$ cat src/rtl/se_sram_arbiter_2port.sv
// Two-port byte-request arbiter in front of the 64Kx8 single-port synchronous SRAM.
// Registered SRAM controls, 2-cycle read latency, one access per cycle.
module se_sram_arbiter_2port #(
  parameter bit round_robin = 1'b1
) (
  input  logic        sram_clock,
  input  logic        reset,

  input  logic        a_req_valid,
  output logic        a_req_ready,
  input  logic [15:0] a_req_address,
  input  logic        a_req_read_not_write,
  input  logic [7:0]  a_req_write_data,
  output logic        a_resp_valid,
  output logic [7:0]  a_resp_data,

  input  logic        b_req_valid,
  output logic        b_req_ready,
  input  logic [15:0] b_req_address,
  input  logic        b_req_read_not_write,
  input  logic [7:0]  b_req_write_data,
  output logic        b_resp_valid,
  output logic [7:0]  b_resp_data,

  output logic [15:0] sram_address,
  output logic [7:0]  sram_write_data,
  output logic        sram_select,
  output logic        sram_read_not_write,
  output logic        sram_write_enable,
  input  logic [7:0]  sram_data_out
);

  logic        last_grant_b_q;
  logic        a_wins;
  logic        grant_a;
  logic        grant_b;
  logic        handshake;
  logic [15:0] sel_address;
  logic [7:0]  sel_write_data;
  logic        sel_read;

  // Read tracking: stage 1 = SRAM access cycle, stage 2 = data-out cycle. Tag 1 = port B.
  logic        rd_valid1_q, rd_tag1_q;
  logic        rd_valid2_q, rd_tag2_q;
  logic [7:0]  a_data_q, b_data_q;

  // Grant depends only on the valids and last_grant, never on request payloads.
  always_comb begin
    a_wins         = a_req_valid && (!b_req_valid || !round_robin || last_grant_b_q);
    grant_a        = !reset && a_wins;
    grant_b        = !reset && b_req_valid && !a_wins;
    handshake      = grant_a || grant_b;
    sel_address    = grant_b ? b_req_address        : a_req_address;
    sel_write_data = grant_b ? b_req_write_data     : a_req_write_data;
    sel_read       = grant_b ? b_req_read_not_write : a_req_read_not_write;
  end

  assign a_req_ready = grant_a;
  assign b_req_ready = grant_b;

  always_ff @(posedge sram_clock) begin
    if (reset) begin
      last_grant_b_q      <= 1'b1;
      sram_address        <= 16'h0000;
      sram_write_data     <= 8'h00;
      sram_select         <= 1'b0;
      sram_read_not_write <= 1'b0;
      sram_write_enable   <= 1'b0;
      rd_valid1_q         <= 1'b0;
      rd_tag1_q           <= 1'b0;
      rd_valid2_q         <= 1'b0;
      rd_tag2_q           <= 1'b0;
      a_data_q            <= 8'h00;
      b_data_q            <= 8'h00;
    end else begin
      sram_select <= handshake;
      if (handshake) begin
        last_grant_b_q      <= grant_b;
        sram_address        <= sel_address;
        sram_write_data     <= sel_write_data;
        sram_read_not_write <= sel_read;
        sram_write_enable   <= !sel_read;
      end else begin
        sram_read_not_write <= 1'b0;
        sram_write_enable   <= 1'b0;
      end
      rd_valid1_q <= handshake && sel_read;
      rd_tag1_q   <= grant_b;
      rd_valid2_q <= rd_valid1_q;
      rd_tag2_q   <= rd_tag1_q;
      if (a_resp_valid) a_data_q <= sram_data_out;
      if (b_resp_valid) b_data_q <= sram_data_out;
    end
  end

  assign a_resp_valid = !reset && rd_valid2_q && !rd_tag2_q;
  assign b_resp_valid = !reset && rd_valid2_q && rd_tag2_q;
  assign a_resp_data  = a_resp_valid ? sram_data_out : a_data_q;
  assign b_resp_data  = b_resp_valid ? sram_data_out : b_data_q;

endmodule

$ cat config.mk
export PLATFORM = sky130hd
export DESIGN_NAME = se_sram_arbiter_2port
export DESIGN_NICKNAME = d
export VERILOG_FILES = /design/src/rtl/se_sram_arbiter_2port.sv
export SDC_FILE = /design/constraint.sdc
export NUM_CORES = 1
export LEC_CHECK = 0
export ABC_AREA = 1
export CAP_MARGIN = 20
export CORE_MARGIN = 2
export CORE_UTILIZATION = 43
export CTS_BUF_LIST = sky130_fd_sc_hd__clkbuf_2
export DETAILED_ROUTE_END_ITERATION = 10
export PLACE_DENSITY = 0.82
export SYNTH_ARGS = -nofsm -noshare
export SYNTH_HDL_FRONTEND = slang
export SYNTH_SLANG_ARGS = --single-unit
export TNS_END_PERCENT = 50
$ cat constraint.sdc
create_clock -name sram_clock -period 1.5 [get_ports sram_clock]
set_input_delay 0.225 -clock sram_clock [delete_from_list [all_inputs] [get_ports sram_clock]]
set_output_delay 0.225 -clock sram_clock [all_outputs]
set_load 0.02 [all_outputs]
==> qor.csv <==
stage,metric,value,unit
drt,routed_wl,7.48,mm
floorplanning,initial_core_util,45.3,%
clock_network,cts_hold_buf,0,
job,drv_cap,0,
synth,synth.yosys.seq_area_share,40.8,%
critical_path,critPathArrivalTime,1590,ps
timing,finalCritPeriodShare,121,%
timing,setup_ws,-312,ps
layout,final_nets,524,
global_routing,grt_pass1_vias,2377,
clock_network,cts_max_level,2,
timing,hold_viol,0,
clock_network,clk_latency,400,ps
synth,yosysTopAreaCellShare,40.8,%
clock_network,path_clk_slew,220,ps
drt,viasPerCell,4.94,
global_routing,grt_max_degree,43,
power_and_ir_drop,ir_drop,0.422,mV
critical_path,end_kind,output port,
clock_network,cts_buffers,5,
synth,synth_top_family_by_area,simple AND/OR/NAND/NOR gates,
global_routing,grt_use_total,21.7,%
critical_path,crit_type,flop to output port,
drt,remaining_drc_errors,0,
synth,synth_most_common_cell,nand2_1,
synth,avgSynthCellArea,7.29,um2
floorplanning,core,5200,um2
synth,synth_nets,385,
global_routing,grt-ovfl-total,0,
place,place_hpwl,4.59,mm
outcome,violations,setup timing,
synth,ys.flop_type,dfxtp_1,
synth,synthMuxAreaShare,0,%
critical_path,worst_setup_path_start_kind,flop,
timing,finalMaxSlewViolations,0,
power_and_ir_drop,p_per_area,678,nW/um2
place,gp_congestion,0.813,
synth,yosys-top-cells-count,"nand2_1, dfxtp_1, inv_1",
synth,synth_cell_types,24,
floorplanning,die_y,78.0,um
place,io_buffer_count,108,
layout,antenna_cells,0,
synth,synthSimpleGateAreaFrac,34.2,%
drt,ant_nets,0,
floorplanning,row_count,26,
synth,synth-adder-area-share,0,%
global_routing,grt_pass1_wl,10.6,mm
floorplanning,ios,109,
critical_path,cp_data_required_time,1270,ps
timing,tightest_slew,494,ps
power_and_ir_drop,total_power,2700,uW
layout,final.fill_count,406,
outcome,status,"finished, violations left",
floorplanning,die_area,6090,um2
clock_network,cts.sinks,48,
power_and_ir_drop,leakage,0.00196,uW
synth,yosys_warnings,0,
drt,wl_per_cell,14.1,um
global_routing,grt_antenna_before_repair,0,
critical_path,crit_fanout,4,
timing,finalSetupViolCount,18,
layout,syn_to_final_growth,68.8,%
synth,yosysTopAreaCell,dfxtp_1,
clock_network,cts_root_buffer,clkbuf_2,
clock_network,cts_tree,built,
timing,rsz0062_at_grt,true,
synth,syn_area,2360,um2
floorplanning,die_w,78.0,um
synth,synth_edf_count,0,
synth,synthCells,323,
timing,min_period,1810,ps
timing,fmax,552,MHz
timing,finClkSkew,12.9,ps
layout,layout-drive-gt1-share,31.4,%
drt,drt_pre_antenna_iters,4,
clock_network,cts_max_path_buffers,2,
drt,dr_total_vias,2629,
synth,synth_seq_cells,48,
synth,synth_compound_area_share,10.6,%
synth,synth_xor_area_share,0,%
min_path,hp-class,input port to flop,
synth,synth_area_leaders,"dfxtp_1, nand2_1, inv_1",
timing,hold_ws,299,ps
drt,drt-initial-drc-count,89,
synth,ys_async_sr_fraction,0,%
timing,slew_headroom,67.0,%
worst paths after layout:
path         slack, ps  depth (start not counted)                   startpoint                          end
min                300                          4                        reset  last_grant_b_q$_SDFFE_PP1P_
min reg2reg        400                          2         rd_tag1_q$_SDFF_PP0_         rd_tag2_q$_SDFF_PP0_
max               -310                          6         rd_tag2_q$_SDFF_PP0_               a_resp_data[1]
max reg2reg         40                         10  last_grant_b_q$_SDFFE_PP1P_  last_grant_b_q$_SDFFE_PP1P_
kinds of logic (layout without fill, tap and decap cells):
logic type,after synthesis,in the layout
flip-flops,48,48
AND/OR/NAND/NOR,167,171
AO/OA/AOI/OAI,42,42
buffers and inverters,66,201
where the power goes:
| part | internal, uW | total (uW) | switching, uW |
|---|---|---|---|
| Sequential | 1350 | 1380 | 33.5 |
| Clock | 111 | 487 | 376 |
| Combinational | 391 | 828 | 438 |
layer usage:
layer  part of all wire (%)  vias to the layer above  wire, um  track usage, %
li1                       -                     1310         -               -
met1                     39                     1200      2950            24.7
met2                     51                      103      3800            37.4
met3                    7.4                       16       557            7.01
met4                    2.3                        0       174            8.77
met5                      0                        -         0               0
area by class of cell:
| type | instances | area, um2 | share of cell area (%) |
|---|---|---|---|
| multi-input combinational | 213 | 1340 | 33.6 |
| tap | 70 | 87.6 | 2.20 |
| clock inverter | 1 | 5.00 | 0.126 |
| sequential | 48 | 967 | 24.3 |
| clock buffer | 6 | 30.0 | 0.755 |
| timing repair buffer | 151 | 1380 | 34.6 |
| inverter | 43 | 175 | 4.41 |
metrics by stage:
step	area [um2]	worst slack (ps)	util (%)	instances	TNS, ps
detailed placement	3560	-411	68.4	505	-12740
global placement	3560	-358	68.4	505	-10980
finish	3980	-312	76.4	532	-5110
global route	3980	-437	76.4	532	-7370
CTS	3620	-446	69.5	519	-6820
floorplan	2360	220	-	323	0
cell usage in the layout, fill, tap and decap left out, types with 3 or more instances in the layout:
master	n
a21oi_1	15
a21oi_2	10
buf_2	6
buf_4	45
buf_6	9
clkbuf_2	6
clkdlybuf4s50_1	60
dfxtp_1	45
dlygate4sd2_1	27
inv_1	33
inv_2	6
nand2_1	68
nand2_2	24
nand2_4	3
nand2_8	5
nand3_1	24
nand4_1	24
nor2_1	18
o21ai_2	4
o21ai_4	12
worst max-delay path, cell delays in order (launching register included):
cell        delay, ps
dfxtp_4           410
clkinvlp_4        220
nand2_4           200
nand2_2            80
o21ai_4            70
inv_1              50
buf_4             150
registers in the layout, indices dropped and copies added, names as in the netlist:
| register | flops |
|---|---|
| sram_address | 16 |
| a_data_q | 8 |
| rd_valid2_q | 1 |
| rd_tag2_q | 1 |
| last_grant_b_q | 1 |
| sram_write_data | 8 |
| rd_tag1_q | 1 |
| rd_valid1_q | 1 |
| sram_select | 1 |
| b_data_q | 8 |
| sram_read_not_write | 1 |
| sram_write_enable | 1 |
timing repair:
item                                    4_1_cts  5_1_grt
resized for setup                            97      112
endpoints found under the setup margin       48       41
cloned                                        0        4
setup buffers                                 7        9
pin swaps                                     1        8
Power figures use the tool's default switching activity.
